===== config.mk =====
export PLATFORM = sky130hd
export DESIGN_NAME = timer
export DESIGN_NICKNAME = d
export VERILOG_FILES = /design/src/rtl/timer.sv
export SDC_FILE = /design/constraint.sdc
export NUM_CORES = 1
export LEC_CHECK = 0
export CAP_MARGIN = 10
export CORE_UTILIZATION = 40
export CTS_BUF_LIST = sky130_fd_sc_hd__clkbuf_4 sky130_fd_sc_hd__clkbuf_8 sky130_fd_sc_hd__clkbuf_16
export DETAILED_ROUTE_END_ITERATION = 10
export DONT_BUFFER_PORTS = 1
export SLEW_MARGIN = 20
export SYNTH_ARGS = -nofsm -noshare
export SYNTH_HDL_FRONTEND = slang
export SYNTH_SLANG_ARGS = --single-unit

===== constraint.sdc =====
create_clock -name clk_i -period 4.82 [get_ports clk_i]
set_input_delay 1.205 -clock clk_i [delete_from_list [all_inputs] [get_ports clk_i]]
set_output_delay 1.205 -clock clk_i [all_outputs]
set_load 0.005 [all_outputs]

===== src/rtl/timer.sv =====
// Wishbone-attached 32-bit timer: prescaler, up-counter with compare,
// sticky match flag and a level interrupt.
module timer #(
  parameter int PRESCBITS = 16
) (
  input  logic        clk_i,
  input  logic        rst_i,
  input  logic [1:0]  adr_i,
  input  logic [3:0]  sel_i,
  input  logic        stb_i,
  input  logic        we_i,
  input  logic [31:0] dat_i,
  output logic [31:0] dat_o,
  output logic        ack_o,
  output logic        irq_o
);

  localparam logic [1:0] A_CTRL    = 2'd0;
  localparam logic [1:0] A_PRESC   = 2'd1;
  localparam logic [1:0] A_COUNT   = 2'd2;
  localparam logic [1:0] A_COMPARE = 2'd3;

  logic                 en, periodic, irqen, match;
  logic [PRESCBITS-1:0] presc, pcnt;
  logic [31:0]          count, compare;

  logic        access, wr;
  logic        wr_ctrl, wr_presc, wr_count, wr_compare;
  logic        tick, hit;
  logic [31:0] rdata, presc_ext, presc_new;

  // Byte-lane merge of write data into an existing 32-bit value.
  function automatic logic [31:0] merge(input logic [31:0] old,
                                        input logic [31:0] nw,
                                        input logic [3:0]  sel);
    logic [31:0] r;
    r = old;
    for (int b = 0; b < 4; b++)
      if (sel[b]) r[8*b +: 8] = nw[8*b +: 8];
    return r;
  endfunction

  // A new access starts when strobe is seen and no ack is pending; the
  // ack cycle itself never starts another, giving ack every second cycle.
  assign access     = stb_i & ~ack_o;
  assign wr         = access & we_i;
  assign wr_ctrl    = wr & (adr_i == A_CTRL);
  assign wr_presc   = wr & (adr_i == A_PRESC);
  assign wr_count   = wr & (adr_i == A_COUNT);
  assign wr_compare = wr & (adr_i == A_COMPARE);

  assign tick = en & (pcnt == presc);
  assign hit  = tick & (count == compare);

  assign presc_ext = 32'(presc);
  assign presc_new = merge(presc_ext, dat_i, sel_i);

  // Read mux; MATCH is the pre-clear value because it is sampled before the edge.
  always_comb begin
    rdata = 32'h0;
    case (adr_i)
      A_CTRL:    rdata = {23'h0, match, 5'h0, irqen, periodic, en};
      A_PRESC:   rdata = presc_ext;
      A_COUNT:   rdata = count;
      A_COMPARE: rdata = compare;
      default:   rdata = 32'h0;
    endcase
  end

  // Bus handshake: ack and read data registered on the access edge.
  always_ff @(posedge clk_i or posedge rst_i) begin
    if (rst_i) begin
      ack_o <= 1'b0;
      dat_o <= 32'h0;
    end else begin
      ack_o <= access;
      dat_o <= access ? rdata : 32'h0;
    end
  end

  // EN: a one-shot match clears it even if the bus is setting it.
  always_ff @(posedge clk_i or posedge rst_i) begin
    if (rst_i)                   en <= 1'b0;
    else if (hit && !periodic)   en <= 1'b0;
    else if (wr_ctrl && sel_i[0]) en <= dat_i[0];
  end

  // PERIODIC and IRQEN are plain control bits.
  always_ff @(posedge clk_i or posedge rst_i) begin
    if (rst_i) begin
      periodic <= 1'b0;
      irqen    <= 1'b0;
    end else if (wr_ctrl && sel_i[0]) begin
      periodic <= dat_i[1];
      irqen    <= dat_i[2];
    end
  end

  // MATCH: set on compare hit, write-1-to-clear; set wins over clear.
  always_ff @(posedge clk_i or posedge rst_i) begin
    if (rst_i)                              match <= 1'b0;
    else if (hit)                           match <= 1'b1;
    else if (wr_ctrl && sel_i[1] && dat_i[8]) match <= 1'b0;
  end

  // Prescaler reload register.
  always_ff @(posedge clk_i or posedge rst_i) begin
    if (rst_i)         presc <= '0;
    else if (wr_presc) presc <= presc_new[PRESCBITS-1:0];
  end

  // Prescaler counter: runs only while enabled, wraps to 0 on tick.
  always_ff @(posedge clk_i or posedge rst_i) begin
    if (rst_i)     pcnt <= '0;
    else if (!en)  pcnt <= '0;
    else if (tick) pcnt <= '0;
    else           pcnt <= pcnt + 1'b1;
  end

  // Main counter: bus write beats the tick update.
  always_ff @(posedge clk_i or posedge rst_i) begin
    if (rst_i)                 count <= 32'h0;
    else if (wr_count)         count <= merge(count, dat_i, sel_i);
    else if (hit && periodic)  count <= 32'h0;
    else if (tick && !hit)     count <= count + 32'd1;
  end

  // Compare register resets to all-ones so an idle timer never matches early.
  always_ff @(posedge clk_i or posedge rst_i) begin
    if (rst_i)           compare <= 32'hFFFF_FFFF;
    else if (wr_compare) compare <= merge(compare, dat_i, sel_i);
  end

  assign irq_o = match & irqen;

endmodule


# After elaboration in Yosys (flattened, before gate mapping)
# Index checks and enable logic that the tools add are counted.
# totals
latchBits	0
memories	0
ramBits	0
rom_bits	0
input_bits	42
reg_bits	133
out_inout_bits	34
# op_classes
eq_ne	9
magnitude_cmp	0
bitwise_logic	10
mul	0
n_div	0
n_reduce_logical	22
n_shift	0
addsub	2
muxes	15
# ops
operator	n
$mux 32	4
$pmux 32 s4	1
$add 32x1->32 const B	1
$eq 32x32->1	1
$mux 16	2
$mux 8	4
$reduce_and 2->1	10
$add 16x1->16 const B	1
$eq 16x16->1	1
$and 1x1->1	9
$ne 2x2->1 const B	4
$logic_and 1x1->1	6
$eq 2x2->1 const B	2
$mux 1	4
$reduce_bool 2->1	2
$reduce_bool 3->1	1
$eq 2x1->1 const B	1
$logic_not 1->1	2
$logic_not 2->1	1
$not 1->1	1

# Depth between registers and ports, before layout
# depth
ltp_word	8
ltp_mapped	10
depth_no_buf	8

# Least setup slack after synthesis
# Ideal clock, no wire load.
# synth_path
path_type	input-to-reg
start	input stb_i
end	register count[3]
arrival_time_ps	2706
stages	9
t_required_ps	4699
path_slack_ps	1993
path_buffers	2
path_cell_list	nand2b_4 inv_1 nand2_1 nor3b_1 buf_2 a31oi_1 buf_2 a32o_1 a22o_1
# synth_via
elab_chain_cells	5
word_cells_on_any_way	7
# synth_lines
element	line_no	text
start, declared	10	input logic stb_i,
$and 1x1->1 *	45	assign access = stb_i & ~ack_o;
net access	27	logic access, wr;
$and 1x1->1 *	46	assign wr = access & we_i;
$and 1x1->1 *	49	assign wr_count = wr & (adr_i == A_COUNT);
$ne 2x2->1 (no source line) or $reduce_bool 3->1 (tied branches)	--	
$reduce_and 2->1 (no source line)	--	
end signal, assigned	123	else if (wr_count) count <= merge(count, dat_i, sel_i);
end signal, assigned	125	else if (tick && !hit) count <= count + 32'd1;
end, declared	25	logic [31:0] count, compare;
# Mark *: on every way through the listed nets, which the timed path passes. The rest lies on a longest branch.
# A chain may end at the register's enable or synchronous reset.

# Worst setup path after layout
# layout_path
start	input stb_i
end	register count[20]
# The elaborated chain is that of the path after synthesis.

==> flow_metrics.env <==
export IMPL_seqPwrFrac=0.468
export IMPL_ir_drop_mv=0.2614
export IMPL_synth_edf_count=0
export IMPL_yosysWarnings=0
export IMPL_tightest_slew_ns=1.101
export IMPL_p_comb_frac=0.141
export IMPL_nets=675
export IMPL_switchingPower_mw=0.8974
export IMPL_async_flop_share=1.000
export IMPL_crit_cells=9
export IMPL_startpoint_type="primary input"
export IMPL_num_antenna_cells=0
export IMPL_status="completed"
export IMPL_clkTransAtPathRegs_ns=0.06
export IMPL_crit_family="compound AO/OA/AOI/OAI gates"
export IMPL_clock_latency_ns=0.43
export IMPL_rsz0062_at_grt="false"
export IMPL_syn2layout_area_growth_pct=10.43
export IMPL_yosys_register_bits=133
export IMPL_viasPerCell=5.816
export IMPL_drv_cap=0
export IMPL_clock_skew_ns=0.008189
export IMPL_reg2regPathDepth=9
export IMPL_yosysUniqueCellTypes=49
export IMPL_synth_area_mm2=0.006967
export IMPL_r2r_setup_slack_ns=1.72
export IMPL_dieHeight_um=134.0
export IMPL_synth_cells=646
export IMPL_fin_tns_setup_ns=0
export IMPL_p_total_mw=3.194
export IMPL_drt_wl_total_mm=17.69
export IMPL_core_rowCount=47
export IMPL_cts_tree="built"
export IMPL_leakagePower_nw=3.263
export IMPL_cp_max_fo=38
export IMPL_antenna_left=0
export IMPL_gp_congestion=0.8456
export IMPL_cp_end_kind="register"
export IMPL_critical_path_max_stage_delay_ns=0.65
export IMPL_fp_dieArea_mm2=0.01795
export IMPL_layout_drive_gt1_share=0.2469
export IMPL_fmax_mhz=299.0
export IMPL_antenna_found_initial=0
export IMPL_clockRootBuffer="clkbuf_16"
export IMPL_cts_resized=0
export IMPL_initial_core_util=0.4142
export IMPL_die_w_um=134.0
export IMPL_cts_buffers=17
export IMPL_htreeDepth=4
export IMPL_fin_crit_sh=0.6938
export IMPL_dp_hpwl_mm=12.25
export IMPL_setup_viol=0
export IMPL_grt_pass1_vias=5164
export IMPL_gr_total_overflow=0
export IMPL_cpMostUsedCell="buf_4"
export IMPL_seq_area_frac_synth=0.4835
export IMPL_grt_pass1_wl_mm=28.66
export IMPL_drt_iter0_drc=529
export IMPL_grt_usage=0.2134
export IMPL_cts_num_sinks=133
export IMPL_hold_viol=0
export IMPL_min_path_cells=1
export IMPL_required_ns=5.13
export IMPL_cts_buffer_depth=2
export IMPL_fin_crit_ns=3.344
export IMPL_hp_class="reg -> reg"
export IMPL_drc_errors=0
export IMPL_critical_path_class="in -> reg"
export IMPL_port_buffer_count=0
export IMPL_wl_per_cell_um=20.47
export IMPL_p_int_mw=2.296
export IMPL_syn_area_per_cell_um2=10.78
export IMPL_postCtsSetupRepairBufs=0
export IMPL_cts_hold_buf=0
export IMPL_pin_count=76
export IMPL_cpMaxStageDelayCell="a31o_2"
export IMPL_path_cells="nand2b_4 -> inv_1 -> nand2_1 -> buf_4 -> nor3b_2 -> buf_4 -> a31o_2 -> o21ai_0 -> a221o_1"
export IMPL_swShare=0.2810
export IMPL_coreArea_mm2=0.01682
export IMPL_drtPass1Iterations=5
export IMPL_cp_arrival_ns=3.66
export IMPL_relSlewSlack=0.2633
export IMPL_finalMaxSlewViolations=0
export IMPL_power_density_mw_per_mm2=415.1
export IMPL_p_clk_frac=0.392
export IMPL_synth_fp_nets=690
export IMPL_crit_buf_inv=3
export IMPL_vias=5025
export IMPL_synth_top_flop_cell="dfrtp_1"
export IMPL_grt_max_degree=107
synth_stat cells (2+ instances only):
| library cell | instances | area [µm²] |
|---|---|---|
| dfrtp_1 | 101 | 2527 |
| nor2_1 | 67 | 251.5 |
| mux2_2 | 62 | 698.2 |
| nand2_1 | 51 | 191.4 |
| xor2_1 | 49 | 429.2 |
| dfstp_2 | 32 | 840.8 |
| a22o_1 | 29 | 254.0 |
| nand3_1 | 23 | 115.1 |
| clkbuf_1 | 22 | 82.58 |
| mux2i_1 | 16 | 160.2 |
| o21ai_0 | 16 | 80.08 |
| o31ai_1 | 16 | 120.1 |
| a22oi_1 | 14 | 105.1 |
| buf_2 | 14 | 70.07 |
| a21bo_2 | 13 | 130.1 |
| xnor2_1 | 13 | 113.9 |
| and3_1 | 12 | 75.07 |
| nand4_1 | 12 | 75.07 |
| nor3_1 | 12 | 60.06 |
| inv_1 | 11 | 41.29 |
| and2_1 | 9 | 56.30 |
| nor4_1 | 9 | 56.30 |
| mux4_2 | 4 | 90.09 |
| o2bb2ai_1 | 4 | 35.03 |
| a32o_1 | 3 | 30.03 |
| a21oi_1 | 2 | 10.01 |
| a31oi_1 | 2 | 12.51 |
| a32oi_1 | 2 | 17.52 |
| and4_1 | 2 | 17.52 |
| ha_1 | 2 | 25.02 |
| nor3_2 | 2 | 20.02 |
| o21ai_1 | 2 | 10.01 |
| o21ai_2 | 2 | 17.52 |
per-stage QoR:
step                      setup WS [ns]  cell area [µm²]  hold slack [ns]  utilization  cells
after global placement            1.146             7123           0.5223       0.4235    832
after detailed placement          1.040             7123           0.5202       0.4235    832
after CTS                         1.482             7694           0.5392       0.4574    864
after floorplan                  0.1136             6967           0.4527            -    646
after global routing              1.315             7694           0.5746       0.4574    864
final                             1.476             7694           0.5410       0.4574    864
final cells by class:
type                    instances  area, µm²
clock buffers                  20      466.7
clock inverters                12      103.9
fillers                      1602       9125
inverters                      11      46.29
multi-input cells             464       3403
flip-flops and latches        133       3368
well taps                     220      275.3
repair buffers                  4      30.03
path summary, 6_finish.rpt:
check / start / end
max: stb_i / count[20]
min: irqen / irqen
max reg2reg: ack_o / count[20]
min reg2reg: irqen / irqen
max in group asynchronous: rst_i / compare[22]
min in group asynchronous: rst_i / presc[3]
placed cells by master (no fill, tap or decap), types with 10 or more instances in the layout:
cell	instances
a21bo_2	13
a22o_1	29
a22oi_1	14
and3_1	12
clkbuf_16	17
dfrtp_1	101
dfstp_2	32
inv_1	10
mux2_2	62
mux2i_1	16
nand2_1	51
nand3_1	23
nand4_1	12
nor2_1	67
nor3_1	12
o21ai_0	16
o31ai_1	16
xnor2_1	13
xor2_1	49
power by group through the flow:
stage | clock [mW] | combinational, mW | sequential [mW]
2_1_floorplan | 0 | 0.381 | 1.44
3_3_place_gp | 0 | 0.445 | 1.50
3_5_place_dp | 0 | 0.451 | 1.51
4_1_cts | 1.27 | 0.456 | 1.49
5_1_grt | 1.32 | 0.499 | 1.51
6_report | 1.25 | 0.449 | 1.49
cells by family after synthesis:
family / count (synthesis) / share of synthesized area
AOI/OAI and AO/OA: 112 / 0.1264
DFF: 133 / 0.4835
buffers and inverters: 49 / 0.02963
adders and majority gates: 2 / 0.003591
and+or+nand+nor: 206 / 0.1428
xor gates and xnor gates: 62 / 0.07795
muxes: 82 / 0.1361
registers in the layout (all words and copies together), names as in the netlist:
signal,count
compare,32
count,32
dat_o,32
pcnt,16
presc,16
ack_o,1
en,1
irqen,1
match,1
periodic,1
worst register-to-register path: cells and delay by family, from the launching register on:
| kind | cells | cell delay [ns] |
|---|---|---|
| AO/OA/AOI/OAI | 3 | 1.23 |
| buffers and inverters | 3 | 0.82 |
| flip-flops | 1 | 0.41 |
| AND/OR/NAND/NOR | 3 | 0.53 |
routing by layer:
layer | track usage | wire length [µm]
met2 | 0.3394 | 8484
met1 | 0.2723 | 7759
met3 | 0.06009 | 1077
met5 | 0 | 0
met4 | 0.08902 | 365
No activity file was read; power rests on OpenSTA's default activity.
